==> config.mk <==
export PLATFORM = sky130hd
export DESIGN_NAME = fpu_share_arbiter_flat
export DESIGN_NICKNAME = d
export VERILOG_FILES = /design/src/rtl/fpu_share_arbiter_if.sv /design/src/rtl/fpu_share_arbiter.sv /design/src/flat_wrapper.sv
export SDC_FILE = /design/constraint.sdc
export NUM_CORES = 1
export LEC_CHECK = 0
export ABC_AREA = 1
export BUFFER_PORTS_ARGS = -buffer_cell sky130_fd_sc_hd__buf_2
export CAP_MARGIN = 20
export CORE_AREA = 4 4 267 269
export DETAILED_ROUTE_END_ITERATION = 8
export DIE_AREA = 0 0 271 273
export PLACE_DENSITY = 0.37
export SLEW_MARGIN = 20
export SYNTH_ARGS = -nofsm -noshare
export SYNTH_HDL_FRONTEND = slang
export SYNTH_SLANG_ARGS = --single-unit
==> constraint.sdc <==
create_clock -name clk -period 4.9 [get_ports clk]
set_clock_uncertainty 0.05 [all_clocks]
set_input_delay 0.49 -clock clk [delete_from_list [all_inputs] [get_ports clk]]
set_output_delay 0.49 -clock clk [all_outputs]
set_load 0.01 [all_outputs]
==> src/rtl/fpu_share_arbiter_if.sv <==
// Signal bundle between the cluster cores' APU ports, the shared FPU port and fpu_share_arbiter.
// slave is the arbiter's view; master is the surrounding cores + FPU wrapper.
interface fpu_share_arbiter_if #(
   parameter int NB_CORES        = 4,
   parameter int NB_ARGS         = 3,
   parameter int DATA_WIDTH      = 32,
   parameter int OPCODE_WIDTH    = 6,
   parameter int FLAGS_IN_WIDTH  = 15,
   parameter int FLAGS_OUT_WIDTH = 5,
   parameter int ID_WIDTH        = 9
);
   logic [NB_CORES-1:0]                             core_req_i;
   logic [NB_CORES-1:0]                             core_gnt_o;
   logic [NB_CORES-1:0][NB_ARGS-1:0][DATA_WIDTH-1:0] core_operands_i;
   logic [NB_CORES-1:0][OPCODE_WIDTH-1:0]           core_op_i;
   logic [NB_CORES-1:0][FLAGS_IN_WIDTH-1:0]         core_flags_i;
   logic [NB_CORES-1:0]                             core_rvalid_o;
   logic [DATA_WIDTH-1:0]                           core_rdata_o;
   logic [FLAGS_OUT_WIDTH-1:0]                      core_rflags_o;

   logic                                            fpu_req_o;
   logic                                            fpu_gnt_i;
   logic [ID_WIDTH-1:0]                             fpu_ID_o;
   logic [NB_ARGS-1:0][DATA_WIDTH-1:0]              fpu_operands_o;
   logic [OPCODE_WIDTH-1:0]                         fpu_op_o;
   logic [FLAGS_IN_WIDTH-1:0]                       fpu_flags_o;
   logic                                            fpu_rvalid_i;
   logic [DATA_WIDTH-1:0]                           fpu_rdata_i;
   logic [FLAGS_OUT_WIDTH-1:0]                      fpu_rflags_i;
   logic [ID_WIDTH-1:0]                             fpu_rID_i;

   logic                                            err_o;

   modport slave (
      input  core_req_i, core_operands_i, core_op_i, core_flags_i,
             fpu_gnt_i, fpu_rvalid_i, fpu_rdata_i, fpu_rflags_i, fpu_rID_i,
      output core_gnt_o, core_rvalid_o, core_rdata_o, core_rflags_o,
             fpu_req_o, fpu_ID_o, fpu_operands_o, fpu_op_o, fpu_flags_o, err_o
   );

   modport master (
      output core_req_i, core_operands_i, core_op_i, core_flags_i,
             fpu_gnt_i, fpu_rvalid_i, fpu_rdata_i, fpu_rflags_i, fpu_rID_i,
      input  core_gnt_o, core_rvalid_o, core_rdata_o, core_rflags_o,
             fpu_req_o, fpu_ID_o, fpu_operands_o, fpu_op_o, fpu_flags_o, err_o
   );
endinterface

==> src/rtl/fpu_share_arbiter.sv <==
// Round-robin sharing of one FPU port among NB_CORES cores, with per-core credit
// counters and a one-cycle registered response router back to the cores.
module fpu_share_arbiter #(
   parameter int NB_CORES        = 4,
   parameter int NB_ARGS         = 3,
   parameter int DATA_WIDTH      = 32,
   parameter int OPCODE_WIDTH    = 6,
   parameter int FLAGS_IN_WIDTH  = 15,
   parameter int FLAGS_OUT_WIDTH = 5,
   parameter int ID_WIDTH        = 9,
   parameter int MAX_OUTSTANDING = 4
) (
   input logic                clk,
   input logic                rst,
   fpu_share_arbiter_if.slave bus
);
   localparam int IDX_W = $clog2(NB_CORES);
   localparam int CNT_W = $clog2(MAX_OUTSTANDING + 1);

   typedef enum logic {ST_IDLE, ST_HOLD} state_t;

   state_t                         r_state;
   state_t                         w_state_next;
   logic [IDX_W-1:0]               r_rr_ptr;
   logic [IDX_W-1:0]               r_hold_idx;
   logic [NB_CORES-1:0][CNT_W-1:0] r_cnt;
   logic [NB_CORES-1:0]            r_rvalid;
   logic [DATA_WIDTH-1:0]          r_rdata;
   logic [FLAGS_OUT_WIDTH-1:0]     r_rflags;
   logic                           r_err;

   logic [NB_CORES-1:0]            w_elig;
   logic [NB_CORES-1:0]            w_inc;
   logic [NB_CORES-1:0]            w_dec;
   logic [IDX_W-1:0]               w_rr_win;
   logic [IDX_W-1:0]               w_win;
   logic [IDX_W-1:0]               w_sel;
   logic [IDX_W-1:0]               w_rsp_idx;
   logic                           w_any;
   logic                           w_req;
   logic                           w_hs;
   logic                           w_hold_drop;
   logic                           w_rid_ok;
   logic                           w_underflow;

   // NOTE: every always_comb output gets a default first so no path can infer a latch.
   always_comb begin
      int j;
      w_elig   = '0;
      w_any    = 1'b0;
      w_rr_win = '0;
      for (int i = 0; i < NB_CORES; i++)
         w_elig[i] = bus.core_req_i[i] && (r_cnt[i] < CNT_W'(MAX_OUTSTANDING));
      for (int k = 0; k < NB_CORES; k++) begin
         j = int'(r_rr_ptr) + k;
         if (j >= NB_CORES) j = j - NB_CORES;
         if (!w_any && w_elig[j]) begin
            w_any    = 1'b1;
            w_rr_win = IDX_W'(j);
         end
      end
   end

   // HOLD freezes the stalled winner so its payload stays stable until the FPU accepts it.
   always_comb begin
      w_state_next = r_state;
      w_req        = 1'b0;
      w_win        = w_rr_win;
      w_hold_drop  = 1'b0;
      case (r_state)
         ST_IDLE: begin
            w_req = w_any;
            if (w_any && !bus.fpu_gnt_i) w_state_next = ST_HOLD;
         end
         ST_HOLD: begin
            w_win = r_hold_idx;
            if (!bus.core_req_i[r_hold_idx]) begin
               w_hold_drop  = 1'b1;
               w_state_next = ST_IDLE;
            end else begin
               w_req = 1'b1;
               if (bus.fpu_gnt_i) w_state_next = ST_IDLE;
            end
         end
         default: w_state_next = ST_IDLE;
      endcase
   end

   assign w_hs      = w_req & bus.fpu_gnt_i;
   assign w_sel     = w_req ? w_win : '0;
   assign w_rsp_idx = IDX_W'(bus.fpu_rID_i);
   assign w_rid_ok  = 32'(bus.fpu_rID_i) < 32'(NB_CORES);

   always_comb begin
      w_inc       = '0;
      w_dec       = '0;
      w_underflow = 1'b0;
      for (int i = 0; i < NB_CORES; i++) begin
         w_inc[i] = w_hs && (w_win == IDX_W'(i));
         w_dec[i] = bus.fpu_rvalid_i && w_rid_ok && (w_rsp_idx == IDX_W'(i));
         if (w_dec[i] && !w_inc[i] && (r_cnt[i] == '0)) w_underflow = 1'b1;
      end
   end

   // NOTE: sequential state uses non-blocking assignments so all registers update from pre-edge values.
   always_ff @(posedge clk or posedge rst) begin
      if (rst) begin
         r_state    <= ST_IDLE;
         r_hold_idx <= '0;
      end else begin
         r_state <= w_state_next;
         if (r_state == ST_IDLE) r_hold_idx <= w_rr_win;
      end
   end

   // NOTE: the credit counters are all reset, otherwise cores could start with phantom in-flight credits.
   always_ff @(posedge clk or posedge rst) begin
      if (rst) begin
         r_rr_ptr <= '0;
         r_cnt    <= '0;
         r_err    <= 1'b0;
      end else begin
         if (w_hs) r_rr_ptr <= (w_win == IDX_W'(NB_CORES - 1)) ? '0 : w_win + 1'b1;
         for (int i = 0; i < NB_CORES; i++) begin
            if (w_inc[i] && !w_dec[i])
               r_cnt[i] <= r_cnt[i] + 1'b1;
            else if (w_dec[i] && !w_inc[i] && (r_cnt[i] != '0))
               r_cnt[i] <= r_cnt[i] - 1'b1;
         end
         r_err <= r_err | w_hold_drop | (bus.fpu_rvalid_i & ~w_rid_ok) | w_underflow;
      end
   end

   // Responses cannot be back-pressured, so they are simply registered and steered by tag.
   always_ff @(posedge clk or posedge rst) begin
      if (rst) begin
         r_rvalid <= '0;
         r_rdata  <= '0;
         r_rflags <= '0;
      end else begin
         r_rvalid <= w_dec;
         if (bus.fpu_rvalid_i) begin
            r_rdata  <= bus.fpu_rdata_i;
            r_rflags <= bus.fpu_rflags_i;
         end
      end
   end

   assign bus.fpu_req_o      = w_req;
   assign bus.core_gnt_o     = w_inc;
   assign bus.fpu_ID_o       = ID_WIDTH'(w_sel);
   assign bus.fpu_operands_o = bus.core_operands_i[w_sel];
   assign bus.fpu_op_o       = bus.core_op_i[w_sel];
   assign bus.fpu_flags_o    = bus.core_flags_i[w_sel];
   assign bus.core_rvalid_o  = r_rvalid;
   assign bus.core_rdata_o   = r_rdata;
   assign bus.core_rflags_o  = r_rflags;
   assign bus.err_o          = r_err;
endmodule

==> src/flat_wrapper.sv <==
// flat-port wrapper written by rule: the top's interface ports become plain ports
module fpu_share_arbiter_flat 
#(
   parameter int NB_CORES        = 4,
   parameter int NB_ARGS         = 3,
   parameter int DATA_WIDTH      = 32,
   parameter int OPCODE_WIDTH    = 6,
   parameter int FLAGS_IN_WIDTH  = 15,
   parameter int FLAGS_OUT_WIDTH = 5,
   parameter int ID_WIDTH        = 9,
   parameter int MAX_OUTSTANDING = 4
)
  (clk, rst, bus_core_req_i, bus_core_operands_i, bus_core_op_i, bus_core_flags_i, bus_fpu_gnt_i, bus_fpu_rvalid_i, bus_fpu_rdata_i, bus_fpu_rflags_i, bus_fpu_rID_i, bus_core_gnt_o, bus_core_rvalid_o, bus_core_rdata_o, bus_core_rflags_o, bus_fpu_req_o, bus_fpu_ID_o, bus_fpu_operands_o, bus_fpu_op_o, bus_fpu_flags_o, bus_err_o);
  fpu_share_arbiter_if #(.NB_CORES(NB_CORES), .NB_ARGS(NB_ARGS), .DATA_WIDTH(DATA_WIDTH), .OPCODE_WIDTH(OPCODE_WIDTH), .FLAGS_IN_WIDTH(FLAGS_IN_WIDTH), .FLAGS_OUT_WIDTH(FLAGS_OUT_WIDTH), .ID_WIDTH(ID_WIDTH)) bus_i ();
  input logic clk;
  input logic rst;
  input wire logic [$bits(bus_i.core_req_i)-1:0] bus_core_req_i;
  input wire logic [$bits(bus_i.core_operands_i)-1:0] bus_core_operands_i;
  input wire logic [$bits(bus_i.core_op_i)-1:0] bus_core_op_i;
  input wire logic [$bits(bus_i.core_flags_i)-1:0] bus_core_flags_i;
  input wire logic [$bits(bus_i.fpu_gnt_i)-1:0] bus_fpu_gnt_i;
  input wire logic [$bits(bus_i.fpu_rvalid_i)-1:0] bus_fpu_rvalid_i;
  input wire logic [$bits(bus_i.fpu_rdata_i)-1:0] bus_fpu_rdata_i;
  input wire logic [$bits(bus_i.fpu_rflags_i)-1:0] bus_fpu_rflags_i;
  input wire logic [$bits(bus_i.fpu_rID_i)-1:0] bus_fpu_rID_i;
  output wire logic [$bits(bus_i.core_gnt_o)-1:0] bus_core_gnt_o;
  output wire logic [$bits(bus_i.core_rvalid_o)-1:0] bus_core_rvalid_o;
  output wire logic [$bits(bus_i.core_rdata_o)-1:0] bus_core_rdata_o;
  output wire logic [$bits(bus_i.core_rflags_o)-1:0] bus_core_rflags_o;
  output wire logic [$bits(bus_i.fpu_req_o)-1:0] bus_fpu_req_o;
  output wire logic [$bits(bus_i.fpu_ID_o)-1:0] bus_fpu_ID_o;
  output wire logic [$bits(bus_i.fpu_operands_o)-1:0] bus_fpu_operands_o;
  output wire logic [$bits(bus_i.fpu_op_o)-1:0] bus_fpu_op_o;
  output wire logic [$bits(bus_i.fpu_flags_o)-1:0] bus_fpu_flags_o;
  output wire logic [$bits(bus_i.err_o)-1:0] bus_err_o;
  assign bus_i.core_req_i = bus_core_req_i;
  assign bus_i.core_operands_i = bus_core_operands_i;
  assign bus_i.core_op_i = bus_core_op_i;
  assign bus_i.core_flags_i = bus_core_flags_i;
  assign bus_i.fpu_gnt_i = bus_fpu_gnt_i;
  assign bus_i.fpu_rvalid_i = bus_fpu_rvalid_i;
  assign bus_i.fpu_rdata_i = bus_fpu_rdata_i;
  assign bus_i.fpu_rflags_i = bus_fpu_rflags_i;
  assign bus_i.fpu_rID_i = bus_fpu_rID_i;
  assign bus_core_gnt_o = bus_i.core_gnt_o;
  assign bus_core_rvalid_o = bus_i.core_rvalid_o;
  assign bus_core_rdata_o = bus_i.core_rdata_o;
  assign bus_core_rflags_o = bus_i.core_rflags_o;
  assign bus_fpu_req_o = bus_i.fpu_req_o;
  assign bus_fpu_ID_o = bus_i.fpu_ID_o;
  assign bus_fpu_operands_o = bus_i.fpu_operands_o;
  assign bus_fpu_op_o = bus_i.fpu_op_o;
  assign bus_fpu_flags_o = bus_i.fpu_flags_o;
  assign bus_err_o = bus_i.err_o;
  fpu_share_arbiter #(.NB_CORES(NB_CORES), .NB_ARGS(NB_ARGS), .DATA_WIDTH(DATA_WIDTH), .OPCODE_WIDTH(OPCODE_WIDTH), .FLAGS_IN_WIDTH(FLAGS_IN_WIDTH), .FLAGS_OUT_WIDTH(FLAGS_OUT_WIDTH), .ID_WIDTH(ID_WIDTH), .MAX_OUTSTANDING(MAX_OUTSTANDING)) u_core (.clk(clk), .rst(rst), .bus(bus_i));
endmodule
## Yosys cells after proc, flatten, opt, wreduce, memory -nomap -nowiden

Cells that the tools add are included.

| word-level totals | value |
|---|---|
| register bits after elaboration | 59 |
| input bits | 522 |

| cells by class | value |
|---|---|
| reduce and logical (&&, ||, !) cells | 59 |
| $lt $le $gt $ge | 15 |
| bitwise gates (word level) | 7 |
| multiplexer cells | 55 |
| add/sub/neg operators | 16 |
| eq/ne operators | 6 |

Operators with widths:

| operator | number |
|---|---|
| 96-bit binary-select mux with 2-bit select | 1 |
| 32-bit by 4-bit less-than comparator with 1-bit output, second input constant | 4 |
| 32-bit 2-to-1 mux | 4 |
| 32-bit by 4-bit greater-or-equal comparator with 1-bit output, second input constant | 3 |
| 96-bit 2-to-1 mux | 1 |
| 32-bit by 4-bit subtractor with 32-bit output, second input constant | 3 |
| 1-bit logical AND | 33 |
| 15-bit binary-select mux with 2-bit select | 1 |
| 3-bit 2-to-1 mux | 8 |
| 1-bit 2-to-1 mux | 23 |
| 15-bit 2-to-1 mux | 1 |
| 2-bit 2-to-1 mux | 7 |
| 3-bit by 1-bit adder with 3-bit output, second input constant | 4 |
| 6-bit binary-select mux with 2-bit select | 1 |
| 1-bit zero test | 12 |
| 3-bit zero test | 4 |
| 3-bit less-than comparator, second input constant | 4 |
| 3-bit nonzero test | 4 |
| 3-bit by 1-bit subtractor with 3-bit output, second input constant | 4 |
| 1-bit binary-select mux with 2-bit select | 5 |
| 9-bit by 3-bit less-than comparator with 1-bit output, second input constant | 1 |
| 2-bit equality test, second input constant | 4 |
| 2-bit nonzero test | 4 |
| 2-bit by 2-bit adder with 3-bit output, second input constant | 2 |
| 12 further kinds | 20 |

## Logic depth before layout (Yosys ltp)

| logic depth | value |
|---|---|
| depth in word-level cells | 26 |
| depth in mapped cells | 24 |
| depth with buffers taken out | 21 |

## Worst setup path after synthesis

OpenSTA, ideal clock, no wires.

| timing path | value |
|---|---|
| path type | register -> register |
| from | register u_core.r_rr_ptr[0] |
| to | register u_core.r_cnt[11] (netlist bit) |
| stages on the path, launching flop included | 22 |
| required time | 4.733 ns |
| library setup time | 0.117 ns |
| setup slack | 1.725 ns |
| data arrival time | 3.009 ns |
| clock period less this slack | 3.175 ns |
| buffers on the path | 3 |
| cell sequence | dfrtp_1 buf_4 inv_6 nand3_1 nand3_1 nand2_1 o21ai_0 nand3_1 nand3_1 buf_2 buf_4 nand2_1 inv_1 ha_1 inv_1 nor2_1 nand2_1 fa_1 nor2_1 nand3_1 nand3_1 nand2_1 |

| between the ends | value |
|---|---|
| cells in the longest elaborated chain, start to end | 22 |
| elaborated cells between the ends (all ways) | 52 |
| classes of those cells | add/sub: 7; order compare: 4; eq/ne: 1; mux: 27; bitwise: 1; reduce/logical: 12 |

Ends and longest elaborated chain:

| element | RTL line | RTL |
|---|---|---|
| start: declaration | fpu_share_arbiter.sv:24 | `logic [IDX_W-1:0] r_rr_ptr;` |
| start signal: assignment | fpu_share_arbiter.sv:123 | `if (w_hs) r_rr_ptr <= (w_win == IDX_W'(NB_CORES - 1)) ? '0 : w_win + 1'b1;` |
| branches (longest 14 deep; another with 32-bit by 4-bit subtractor with 32-bit output) | -- |  |
| 2-bit 2-to-1 mux (*) | fpu_share_arbiter.sv:57 | `if (!w_any && w_elig[j]) begin` |
| 2-bit 2-to-1 mux (*) | -- |  |
| via u_core.w_win[0] | fpu_share_arbiter.sv:36 | `logic [IDX_W-1:0] w_win;` |
| 2-bit equality test (*) | fpu_share_arbiter.sv:99 | `w_inc[i] = w_hs && (w_win == IDX_W'(i));` |
| 1-bit logical AND (*) | fpu_share_arbiter.sv:99 |  |
| via bus_core_gnt_o[3] | flat_wrapper.sv:26 | `output wire logic [$bits(bus_i.core_gnt_o)-1:0] bus_core_gnt_o;` |
| 1-bit zero test | fpu_share_arbiter.sv:127 | `else if (w_dec[i] && !w_inc[i] && (r_cnt[i] != '0))` |
| 1-bit logical AND (2 in series) | fpu_share_arbiter.sv:127 |  |
| 2-bit nonzero test (no line) | -- |  |
| end signal: indexed assignment | fpu_share_arbiter.sv:126 | `r_cnt[i] <= r_cnt[i] + 1'b1;` |
| end signal: indexed assignment | fpu_share_arbiter.sv:128 | `r_cnt[i] <= r_cnt[i] - 1'b1;` |
| end: declaration | fpu_share_arbiter.sv:26 | `logic [NB_CORES-1:0][CNT_W-1:0] r_cnt;` |

Mark *: on every way through the listed nets, which the timed path passes. The select of a mux whose other input is x is not followed.
A chain may end at the register's enable or synchronous reset.

## Worst setup path in the final report

| timing path | value |
|---|---|
| from | register u_core.r_rr_ptr[0] |
| to | output port bus_fpu_operands_o[72] |

| between the ends | value |
|---|---|
| cells in the longest elaborated chain, start to end | 19 |
| elaborated cells between the ends (all ways) | 46 |
| classes of those cells | add/sub: 7; order compare: 4; mux: 29; reduce/logical: 6 |

Ends and longest elaborated chain:

| element | RTL line | RTL |
|---|---|---|
| branches (longest 16 deep; another with 32-bit by 4-bit subtractor with 32-bit output) | -- |  |
| 2-bit 2-to-1 mux (*) | fpu_share_arbiter.sv:90 | `assign w_sel = w_req ? w_win : '0;` |
| 96-bit binary-select mux with 2-bit select (*) | fpu_share_arbiter.sv:152 | `assign bus.fpu_operands_o = bus.core_operands_i[w_sel];` |
| 96-bit 2-to-1 mux (implied by the code) (*) | fpu_share_arbiter.sv:152 |  |
| end: declaration | flat_wrapper.sv:32 | `output wire logic [$bits(bus_i.fpu_operands_o)-1:0] bus_fpu_operands_o;` |

Mark *: on every way between the ends. The select of a mux whose other input is x is not followed.

==> results.toml <==
[timing]
rsz0062_at_grt = "false"
worst_pin_slew_ns = 1.02
finalSetupTns_ns = 0
period_share = 0.766
hold_viol_final = 0
setup_ws_ns = 1.15
timing.hold.ws_ns = 0.304
slew_headroom = 0.320
fmax_ghz = 0.266
drv_slew = 0
setup_viol = 0
min_period_ns = 3.75

[power_and_ir_drop]
p_total_mw = 12.4
powerDensity_nw_per_um2 = 888
power.leakage_nw = 9.15
ir_drop_uv = 816

[synth]
synth_area_um2 = 9450
ys.warnings.count = 0
ys_async_sr_fraction = 1.00
synth_edf_count = 0
ys_ff_latch = 59
yosysUniqueCellTypes = 28
yosysSeqAreaShare = 0.156
postSynthCellCount = 1803
syn_area_per_cell_um2 = 5.24
synthFlopType = "dfrtp_1"

[drt]
viasPerCell = 3.98
wl_um = 55300
drt_iter0_drc = 822
first_pass_iters = 4
vias = 13257
wl_per_cell_um = 16.6
remaining_drc_errors = 0
ant_nets = 0

[worst_setup_path]
cp_slowest_stage_delay_ns = 0.55
rrSetupSlack_ns = 1.58
path_cells = "nand3_1 -> nand3_1 -> nand2_2 -> nand2_2 -> nor2_2 -> nand3_2 -> nand2_2 -> inv_8 -> nand3_4 -> buf_4 -> nand2_1 -> nand3_1 -> nand2_1 -> buf_2"
worst_setup_path_start_kind = "register"
cp.required_ns = 4.36
crit_type = "reg2out"
crit_path_end_kind = "primary output"
cp_data_arrival_time_ns = 3.21
crit_family = "simple AND/OR/NAND/NOR gates"
crit_path_top_delay_cell = "dfrtp_1"
cp_num_buf_inv = 3
cp_max_fo = 40

[layout]
drive_gt1_frac = 0.314
n_fill_cell = 8235
utilization = 0.204
fin_area_um2 = 14000
layout.cells.non_filler = 3329
nets = 2918
syn_to_final_growth_pct = 47.9

[worst_hold_path]
hold_path.class = "in2reg"

[floorplan]
start_util = 0.138
core_area_um2 = 68600
rows = 96
io_pins = 695
die_area_um2 = 74000
die_h_um = 273
die_x_um = 271

[global_route]
overflow = 0
grt_pass1_wl_um = 81600
antenna_found_initial = 16
grt_pass1_vias = 13122
grt_usage = 0.139
grt_max_degree = 135

[run]
drv_cap = 0

[placement]
place_area_um2 = 13600
gp_congestion = 0.888
dp_slack_ns = 1.46
place_inst = 3308
dp_hpwl_um = 43000
io_buffers = 687

[clock_network]
clk-insertion-delay-late_ns = 0.33
root_buffer = "clkbuf_16"
cts.sinks = 59
cts.htree.levels = 3
post_cts_buffers = 0
ctsHoldBuffers = 0
tritoncts = "built"
cts_resized = 0
cts_buffers = 9
cts_buffer_depth = 2
clk_pin_slew_ns = 0.06

[outcome]
status = "finished clean"
-- cells by family (layout without fill, tap and decap cells) --
logic type,after synthesis,in the layout,synth area share
adder cells (fa/ha/maj),8,8,0.0138
buffers and inverters,651,1235,0.288
XOR/XNOR,3,3,0.00278
AO/OA/AOI/OAI,12,12,0.00675
flip-flops,59,59,0.156
AND/OR/NAND/NOR,1069,1069,0.532
other,1,12,0.000397
-- path summary, 6_finish.rpt --
check | startpoint | end | depth (start not counted)
worst max-delay path | u_core.r_rr_ptr[0] | bus_fpu_operands_o[72] | 14
worst min-delay path | bus_fpu_rdata_i[22] | u_core.bus.core_rdata_o[22] | 3
worst max register to register | u_core.r_rr_ptr[0] | u_core.r_cnt[11] | 17
worst min register to register | u_core.bus.core_rdata_o[27] | u_core.bus.core_rdata_o[27] | 2
max in group asynchronous | rst | u_core.bus.core_rdata_o[19] | 3
min in group asynchronous | rst | u_core.bus.core_rdata_o[11] | 3
-- cell usage after synthesis (2+ instances only) --
cell type	instances	share of area
nand2_2	6	0.0040
buf_2	53	0.028
a21oi_1	3	0.0016
nor2_2	2	0.0013
inv_2	4	0.0016
nor3_1	9	0.0048
ha_1	4	0.0053
xor2_1	3	0.0028
clkbuf_1	36	0.014
inv_1	501	0.20
nand3_2	5	0.0053
nand2_1	524	0.21
buf_4	24	0.019
dfrtp_1	59	0.16
fa_1	4	0.0085
nand3_1	269	0.14
nor2_1	10	0.0040
buf_1	16	0.0064
buf_6	16	0.019
o21ai_0	7	0.0037
nand4_1	241	0.16
-- placed cells by master, fill, tap and decap left out, types with 10 or more instances in the layout --
master,synthesis,final
buf_2,53,687
nor2_1,10,10
inv_1,501,500
buf_12,0,10
buf_4,24,16
dfrtp_1,59,59
nand3_1,269,268
nand4_1,241,241
nand2_1,524,523
-- layout make-up --
cell class              count  area (um2)  share of cell area
multi-input cells        1099        5300               0.379
repair buffers            713        3760               0.269
inverters                 506        1910               0.137
flip-flops and latches     59        1480               0.106
well taps                 931        1160              0.0833
clock buffers               9         225              0.0161
clock inverters             7         125             0.00895
diodes                      5        12.5            0.000895
-- worst register-to-register path, stage by stage (launching register included) --
cell and delay (ns):
dfrtp_1 0.55, nand3_1 0.19, nand3_1 0.13, nand2_1 0.10, o21ai_0 0.17, nand3_1 0.13
nand3_4 0.17, nand2_1 0.13, inv_1 0.16, ha_1 0.18, inv_1 0.05, nor2_1 0.23
nand2_1 0.17, fa_1 0.41, nor2_1 0.11, nand3_1 0.10, nand3_1 0.10, nand2_1 0.05
-- routing by layer --
metal | wire, um | share of wire | up-vias | GRT usage
met5 | 115 | 0.0021 | - | 0
met4 | 977 | 0.018 | 16 | 0.0281
met3 | 3750 | 0.068 | 56 | 0.0306
met2 | 28300 | 0.51 | 512 | 0.258
met1 | 22200 | 0.40 | 5927 | 0.165
li1 | - | - | 6746 | -
-- flip-flops by register name, summed over array words and instances (netlist names) --
signal	cells
u_core.bus.core_rdata_o	32
u_core.r_cnt	12
u_core.bus.core_rflags_o	5
u_core.bus.core_rvalid_o	4
u_core.r_hold_idx	2
u_core.r_rr_ptr	2
u_core.bus.err_o	1
u_core.r_state	1
-- power by group --
| part | switching [mW] | internal, mW |
|---|---|---|
| registers | 0.104 | 0.589 |
| clock network | 0.248 | 0.501 |
| logic | 7.45 | 3.52 |
| total | 7.80 | 4.61 |
Note: power is estimated with default switching activity, not from simulation.
